`src/rtl/unigate_pkg.sv`:
```
// Shared definitions for the universal-gate wiring blocks.
//   state_t  : lookup FSM encoding (ST_IDLE, ST_SEND)
//   DEF_*    : default parameter values
//   entry_w  : packed entry width for a given pin count and selector width
package unigate_pkg;

  typedef enum logic {
    ST_IDLE = 1'b0,
    ST_SEND = 1'b1
  } state_t;

  localparam int DEF_FUNC_W = 4;
  localparam int DEF_PIN_W  = 2;
  localparam int DEF_WIRE_W = 3;

  function automatic int entry_w(input int pin_w, input int wire_w);
    return (1 << pin_w) * wire_w;
  endfunction

endpackage

```
`src/rtl/uxy_wiring_table_if.sv`:
```
// Bus bundle between the wiring table and its neighbours.
//   write port   : wr_en, wr_func, wr_data (from the configuration loader)
//   request      : req_valid/req_ready, req_func, req_pin, req_burst
//   response     : rsp_valid/rsp_ready, rsp_wiring, rsp_pin, rsp_last, rsp_miss
//   status       : busy
// slave = the wiring table, master = the loader/sequencer side.
interface uxy_wiring_table_if
  import unigate_pkg::*;
#(
  parameter int FUNC_W  = DEF_FUNC_W,
  parameter int PIN_W   = DEF_PIN_W,
  parameter int WIRE_W  = DEF_WIRE_W,
  parameter int ENTRY_W = entry_w(PIN_W, WIRE_W)
) ();

  logic               wr_en;
  logic [FUNC_W-1:0]  wr_func;
  logic [ENTRY_W-1:0] wr_data;

  logic               req_valid;
  logic               req_ready;
  logic [FUNC_W-1:0]  req_func;
  logic [PIN_W-1:0]   req_pin;
  logic               req_burst;

  logic               rsp_valid;
  logic               rsp_ready;
  logic [WIRE_W-1:0]  rsp_wiring;
  logic [PIN_W-1:0]   rsp_pin;
  logic               rsp_last;
  logic               rsp_miss;

  logic               busy;

  modport slave (
    input  wr_en, wr_func, wr_data,
    input  req_valid, req_func, req_pin, req_burst,
    output req_ready,
    output rsp_valid, rsp_wiring, rsp_pin, rsp_last, rsp_miss,
    input  rsp_ready,
    output busy
  );

  modport master (
    output wr_en, wr_func, wr_data,
    output req_valid, req_func, req_pin, req_burst,
    input  req_ready,
    input  rsp_valid, rsp_wiring, rsp_pin, rsp_last, rsp_miss,
    output rsp_ready,
    input  busy
  );

endinterface

```
`src/rtl/uxy_wiring_store.sv`:
```
// Wiring entry storage: ENTRIES x ENTRY_W registers plus a written-since-reset
// bit per entry.
//   clk, rst_n        : clock, async active-low reset (clears data and valid)
//   wr_en_i/func/data : write port, always accepted
//   rd_func_i         : asynchronous read address
//   rd_data_o/valid_o : entry contents and its valid bit
module uxy_wiring_store #(
  parameter int FUNC_W  = 4,
  parameter int ENTRY_W = 12
) (
  input  logic               clk,
  input  logic               rst_n,
  input  logic               wr_en_i,
  input  logic [FUNC_W-1:0]  wr_func_i,
  input  logic [ENTRY_W-1:0] wr_data_i,
  input  logic [FUNC_W-1:0]  rd_func_i,
  output logic [ENTRY_W-1:0] rd_data_o,
  output logic               rd_valid_o
);

  localparam int ENTRIES = 1 << FUNC_W;

  logic [ENTRY_W-1:0] data_q [ENTRIES];
  logic [ENTRIES-1:0] valid_q;

  always_ff @(posedge clk or negedge rst_n) begin
    if (!rst_n) begin
      for (int i = 0; i < ENTRIES; i++) data_q[i] <= '0;
      valid_q <= '0;
    end else if (wr_en_i) begin
      data_q[wr_func_i]  <= wr_data_i;
      valid_q[wr_func_i] <= 1'b1;
    end
  end

  // Read is combinational on the current register contents, so a request
  // accepted on the same edge as a write to the same entry sees the old data.
  assign rd_data_o  = data_q[rd_func_i];
  assign rd_valid_o = valid_q[rd_func_i];

endmodule

```
`src/rtl/uxy_wiring_table.sv`:
```
// Run-time-programmable wiring table for universal gates.
//   clk, rst_n : clock, async active-low reset
//   bus        : slave side of uxy_wiring_table_if (write port, lookup
//                request, response beats, busy)
// A request snapshots the addressed entry, then streams one beat (single) or
// PINS beats starting at req_pin and wrapping (burst).
//
// state   | meaning
// --------+------------------------------------------------------------
// ST_IDLE | req_ready=1, waiting for a request
// ST_SEND | rsp_valid=1, presenting the current beat until rsp_ready
module uxy_wiring_table
  import unigate_pkg::*;
#(
  parameter int FUNC_W = DEF_FUNC_W,
  parameter int PIN_W  = DEF_PIN_W,
  parameter int WIRE_W = DEF_WIRE_W
) (
  input  logic                clk,
  input  logic                rst_n,
  uxy_wiring_table_if.slave   bus
);

  localparam int ENTRY_W = entry_w(PIN_W, WIRE_W);
  localparam int PINS    = 1 << PIN_W;

  logic [ENTRY_W-1:0] rd_data;
  logic               rd_valid;

  uxy_wiring_store #(
    .FUNC_W  (FUNC_W),
    .ENTRY_W (ENTRY_W)
  ) u_store (
    .clk        (clk),
    .rst_n      (rst_n),
    .wr_en_i    (bus.wr_en),
    .wr_func_i  (bus.wr_func),
    .wr_data_i  (bus.wr_data),
    .rd_func_i  (bus.req_func),
    .rd_data_o  (rd_data),
    .rd_valid_o (rd_valid)
  );

  state_t             state_q,      state_d;
  logic [ENTRY_W-1:0] snap_data_q,  snap_data_d;
  logic               snap_valid_q, snap_valid_d;
  logic [PIN_W-1:0]   cnt_q,        cnt_d;
  logic [WIRE_W-1:0]  wiring_q,     wiring_d;
  logic [PIN_W-1:0]   pin_q,        pin_d;
  logic               last_q,       last_d;
  logic               miss_q,       miss_d;
  logic [PIN_W-1:0]   pin_nx;
  logic [PIN_W-1:0]   cnt_nx;

  // Unwritten entries report wiring 0 regardless of stored data.
  function automatic logic [WIRE_W-1:0] wiring_at(
    input logic [ENTRY_W-1:0] entry,
    input logic               vld,
    input logic [PIN_W-1:0]   pin
  );
    return vld ? entry[WIRE_W*pin +: WIRE_W] : '0;
  endfunction

  always_ff @(posedge clk or negedge rst_n) begin
    if (!rst_n) begin
      state_q      <= ST_IDLE;
      snap_data_q  <= '0;
      snap_valid_q <= 1'b0;
      cnt_q        <= '0;
      wiring_q     <= '0;
      pin_q        <= '0;
      last_q       <= 1'b0;
      miss_q       <= 1'b0;
    end else begin
      state_q      <= state_d;
      snap_data_q  <= snap_data_d;
      snap_valid_q <= snap_valid_d;
      cnt_q        <= cnt_d;
      wiring_q     <= wiring_d;
      pin_q        <= pin_d;
      last_q       <= last_d;
      miss_q       <= miss_d;
    end
  end

  always_comb begin
    state_d      = state_q;
    snap_data_d  = snap_data_q;
    snap_valid_d = snap_valid_q;
    cnt_d        = cnt_q;
    wiring_d     = wiring_q;
    pin_d        = pin_q;
    last_d       = last_q;
    miss_d       = miss_q;
    pin_nx       = pin_q + 1'b1;
    cnt_nx       = cnt_q + 1'b1;

    case (state_q)
      ST_IDLE: begin
        if (bus.req_valid) begin
          state_d      = ST_SEND;
          snap_data_d  = rd_data;
          snap_valid_d = rd_valid;
          cnt_d        = '0;
          // First beat is loaded straight from the store so it appears on
          // the cycle after accept.
          wiring_d     = wiring_at(rd_data, rd_valid, bus.req_pin);
          pin_d        = bus.req_pin;
          last_d       = !bus.req_burst;
          miss_d       = !rd_valid;
        end
      end
      ST_SEND: begin
        if (bus.rsp_ready) begin
          if (last_q) begin
            state_d = ST_IDLE;
          end else begin
            cnt_d    = cnt_nx;
            pin_d    = pin_nx;
            wiring_d = wiring_at(snap_data_q, snap_valid_q, pin_nx);
            last_d   = (cnt_nx == PIN_W'(PINS - 1));
          end
        end
      end
      default: state_d = ST_IDLE;
    endcase
  end

  assign bus.req_ready  = (state_q == ST_IDLE);
  assign bus.busy       = (state_q != ST_IDLE);
  assign bus.rsp_valid  = (state_q == ST_SEND);
  assign bus.rsp_wiring = wiring_q;
  assign bus.rsp_pin    = pin_q;
  assign bus.rsp_last   = last_q;
  assign bus.rsp_miss   = miss_q;

endmodule

```
`src/flat_wrapper.sv`:
```
// flat-port wrapper written by rule: the top's interface ports become plain ports
module uxy_wiring_table_flat import unigate_pkg::*;
#(
  parameter int FUNC_W = DEF_FUNC_W,
  parameter int PIN_W  = DEF_PIN_W,
  parameter int WIRE_W = DEF_WIRE_W
)
  (clk, rst_n, bus_wr_en, bus_wr_func, bus_wr_data, bus_req_valid, bus_req_func, bus_req_pin, bus_req_burst, bus_req_ready, bus_rsp_valid, bus_rsp_wiring, bus_rsp_pin, bus_rsp_last, bus_rsp_miss, bus_rsp_ready, bus_busy);
  uxy_wiring_table_if #(.FUNC_W(FUNC_W), .PIN_W(PIN_W), .WIRE_W(WIRE_W)) bus_i ();
  input  logic clk;
  input  logic rst_n;
  input wire logic [$bits(bus_i.wr_en)-1:0] bus_wr_en;
  input wire logic [$bits(bus_i.wr_func)-1:0] bus_wr_func;
  input wire logic [$bits(bus_i.wr_data)-1:0] bus_wr_data;
  input wire logic [$bits(bus_i.req_valid)-1:0] bus_req_valid;
  input wire logic [$bits(bus_i.req_func)-1:0] bus_req_func;
  input wire logic [$bits(bus_i.req_pin)-1:0] bus_req_pin;
  input wire logic [$bits(bus_i.req_burst)-1:0] bus_req_burst;
  output wire logic [$bits(bus_i.req_ready)-1:0] bus_req_ready;
  output wire logic [$bits(bus_i.rsp_valid)-1:0] bus_rsp_valid;
  output wire logic [$bits(bus_i.rsp_wiring)-1:0] bus_rsp_wiring;
  output wire logic [$bits(bus_i.rsp_pin)-1:0] bus_rsp_pin;
  output wire logic [$bits(bus_i.rsp_last)-1:0] bus_rsp_last;
  output wire logic [$bits(bus_i.rsp_miss)-1:0] bus_rsp_miss;
  input wire logic [$bits(bus_i.rsp_ready)-1:0] bus_rsp_ready;
  output wire logic [$bits(bus_i.busy)-1:0] bus_busy;
  assign bus_i.wr_en = bus_wr_en;
  assign bus_i.wr_func = bus_wr_func;
  assign bus_i.wr_data = bus_wr_data;
  assign bus_i.req_valid = bus_req_valid;
  assign bus_i.req_func = bus_req_func;
  assign bus_i.req_pin = bus_req_pin;
  assign bus_i.req_burst = bus_req_burst;
  assign bus_req_ready = bus_i.req_ready;
  assign bus_rsp_valid = bus_i.rsp_valid;
  assign bus_rsp_wiring = bus_i.rsp_wiring;
  assign bus_rsp_pin = bus_i.rsp_pin;
  assign bus_rsp_last = bus_i.rsp_last;
  assign bus_rsp_miss = bus_i.rsp_miss;
  assign bus_i.rsp_ready = bus_rsp_ready;
  assign bus_busy = bus_i.busy;
  uxy_wiring_table #(.FUNC_W(FUNC_W), .PIN_W(PIN_W), .WIRE_W(WIRE_W)) u_core (.clk(clk), .rst_n(rst_n), .bus(bus_i));
endmodule
```
`config.mk`:
```
export PLATFORM = sky130hd
export DESIGN_NAME = uxy_wiring_table_flat
export DESIGN_NICKNAME = d
export VERILOG_FILES = /design/src/rtl/unigate_pkg.sv /design/src/rtl/uxy_wiring_table_if.sv /design/src/rtl/uxy_wiring_store.sv /design/src/rtl/uxy_wiring_table.sv /design/src/flat_wrapper.sv
export SDC_FILE = /design/constraint.sdc
export NUM_CORES = 1
export LEC_CHECK = 0
export ABC_AREA = 1
export CAP_MARGIN = 20
export CORE_MARGIN = 1
export CORE_UTILIZATION = 63
export CTS_CLUSTER_DIAMETER = 120
export DETAILED_ROUTE_END_ITERATION = 6
export PLACE_DENSITY_LB_ADDON = 0.3
export SKIP_CTS_REPAIR_TIMING = 1
export SLEW_MARGIN = 10
export SYNTH_ARGS = -nofsm -noshare
export SYNTH_HDL_FRONTEND = slang
export SYNTH_SLANG_ARGS = --single-unit
```
`constraint.sdc`:
```
create_clock -name clk -period 3.7 [get_ports clk]
set_input_delay 0.74 -clock clk [delete_from_list [all_inputs] [get_ports clk]]
set_output_delay 0.74 -clock clk [all_outputs]
set_load 0.03 [all_outputs]
```
==> metrics.md <==
| Metric | Value |
|---|---|
| N_diodes | `0` |
| Least-Margin Pin Slew | `1.04 ns` |
| FF+latch count, synth | `231` |
| Die area | `17600 sq um` |
| # IOs | `38` |
| Syn nets | `1417` |
| Netlist cell types | `21` |
| Met3 usage | `0.0678` |
| Worst-Skew Late Latency | `0.53 ns` |
| Commonest non-fill, non-tap cell in the layout | `nand2_1` |
| Rows | `47` |
| GRT Total Usage | `0.342` |
| Total global routing overflow | `0` |
| Die width | `133 microns` |
| Worst-path clk slew | `0.06 ns` |
| Port Buf Inserts | `37` |
| Routed len/inst | `17.9 microns` |
| Number of DRC markers in iteration 0 | `1339` |
| Critical Path Sink Type | `output pin` |
| Endpoints failing setup | `0` |
| # placed instances | `1571` |
| Hold_ws | `0.220 ns` |
| Antenna-violating nets left | `0` |
| Status | `finished, final reports clean` |
| GR Util met2 | `0.515` |
| Met1 usage | `0.498` |
| Post-synthesis cell area | `10700 sq um` |
| Syn avg cell area | `7.74 sq um` |
| Post-DR vias/cell | `5.90` |
| Fmax | `372 MHz` |
| Via count | `9521` |
| Hold Path Class | `input pin to asynchronous set/reset pin` |
| TritonCTS clock tree | `done` |
| Max-Cap Viols | `0` |
| Pins over their slew limit | `0` |
| H-tree Lvls | `1` |
| Initial Utilization | `0.646` |
| Crit Path Class | `register to output pin` |
| Clk buf depth | `3` |
| Vias in the first global route | `8933` |
| CP max FO | `10` |
| Share of post-route cells with drive strength above 1 | `0.0459` |
| Min cycle time layout | `2.69 ns` |
| DP HPWL | `16900 microns` |
| Root Buffer | `clkbuf_16` |
| Largest net degree at the start of global routing | `111` |
| Drt pass-1 iters | `5` |
| Worst EP required | `2.96 ns` |
| First-pass GRT wire length | `47200 microns` |
| Pwr/cell area | `636 nW/um^2` |
| Crit path DAT | `1.95 ns` |
| Clock Skew | `0.00936 ns` |
| DRC Markers | `0` |
| Gate Count Post-Synth | `1388` |
| Synth warnings | `0` |
| Leakage power | `6.02 nW` |
| GP Congestion | `0.864` |
| Sequential share of the synthesized area | `0.538` |
| Nets | `1407` |
| Area growth, synth to finish | `12.2%` |
| RSZ-0062 raised after global routing | `no` |
| Cts bufs inserted | `25` |
| Sum Neg Setup Slack | `0 ns` |
| Die H | `133 microns` |
| Clock sinks | `231` |
| Fin. Hold Viols | `0` |
| Initial antenna violation count | `0` |
| Layout Cells excl Fill | `1614` |
| GR peak layer | `met2` |
| Tcrit/Tclk final | `0.726` |
| Relative slew slack | `0.308` |
| CP startpoint kind | `register` |
| VDD IR max | `0.000539 V` |
| Most frequent cells in the layout | `nand2_1, dfrtp_1, o21ai_0` |
| Core Box Area | `16600 sq um` |
| Final WL | `28900 microns` |
| Number of fill cells | `1322` |
==> report_power, final <==
group / total [mW] / switching (mW) / internal [mW]
Sequential: 3.42 / 0.341 / 3.08
Clock: 2.68 / 1.01 / 1.67
Combinational: 1.56 / 0.968 / 0.595
Total: 7.66 / 2.32 / 5.35
==> metrics by stage <==
stage	cell area [sq um]	worst slack (ns)	power [mW]	util
after global routing	12100	0.971	8.06	0.724
final	12100	1.01	7.66	0.724
after CTS	12100	1.04	7.65	0.724
after floorplan	10700	1.82	4.47	-
after global placement	11200	0.987	4.91	0.671
after detailed placement	11200	0.904	4.98	0.671
==> path summary, 6_finish.rpt <==
kind,start,endpoint,slack (ns),cells past startpoint
worst max-delay path,u_core.bus.busy$_DFF_PN0_,bus_req_ready,1.01,2
worst min-delay path,rst_n,u_core.u_store.data_q[74]$_DFFE_PN0P_,0.22,1
worst max register to register,u_core.bus.busy$_DFF_PN0_,u_core.bus.rsp_wiring[2]$_DFFE_PN0P_,1.53,8
worst min register to register,u_core.u_store.valid_q[9]$_DFFE_PN0P_,u_core.u_store.valid_q[9]$_DFFE_PN0P_,0.45,2
max in group asynchronous,rst_n,u_core.u_store.data_q[67]$_DFFE_PN0P_,2.55,2
min in group clk,u_core.u_store.valid_q[9]$_DFFE_PN0P_,u_core.u_store.valid_q[9]$_DFFE_PN0P_,0.45,2
==> cell type report <==
cell class	instances	area (sq um)	area share
Sequential cell	231	5780	0.480
Multi-Input combinational cell	952	4130	0.343
Clock buffer	34	739	0.0613
Timing Repair Buffer	53	551	0.0457
Inverter	115	432	0.0358
Tap cell	220	275	0.0228
Clock inverter	9	149	0.0124
==> metal layers <==
metal	vias to the layer above	wire length, microns
met5	-	0
met4	0	909
met3	74	2810
met2	513	12800
met1	4527	12300
li1	4407	-
==> kinds of logic after synthesis <==
family,Yosys count,share of synthesized area
adders and majority gates,1,0.00116
and+or+nand+nor,689,0.256
AOI/OAI and AO/OA,262,0.127
DFF,231,0.538
buffers and inverters,205,0.0780
==> synth_stat cells (all sizes together) <==
cell type	n	share of area
a21oi	14	0.0069
a311oi	1	0.00082
a31oi	19	0.011
and2	1	0.00058
buf	30	0.017
clkbuf	60	0.021
clkinv	1	0.00035
dfrtp	231	0.54
ha	1	0.0012
inv	114	0.040
nand2	500	0.17
nand3	130	0.061
nor2	58	0.020
o211ai	6	0.0042
o21ai	219	0.10
o31ai	3	0.0021
==> flip-flops by register name, summed over array words and instances, names as in the netlist <==
| name | flops |
|---|---|
| u_core.snap_data_q | 12 |
| u_core.snap_valid_q | 1 |
| u_core.bus.rsp_pin | 2 |
| u_core.bus.busy | 1 |
| u_core.cnt_q | 2 |
| u_core.bus.rsp_miss | 1 |
| u_core.bus.rsp_wiring | 3 |
| u_core.u_store.data_q | 192 |
| u_core.bus.rsp_last | 1 |
| u_core.u_store.valid_q | 16 |
==> worst max-delay path, stage by stage (launching register included) <==
cell,delay (ns)
dfrtp_1,0.51
inv_1,0.22
clkdlybuf4s50_1,0.70
Power figures use the tool's default switching activity.
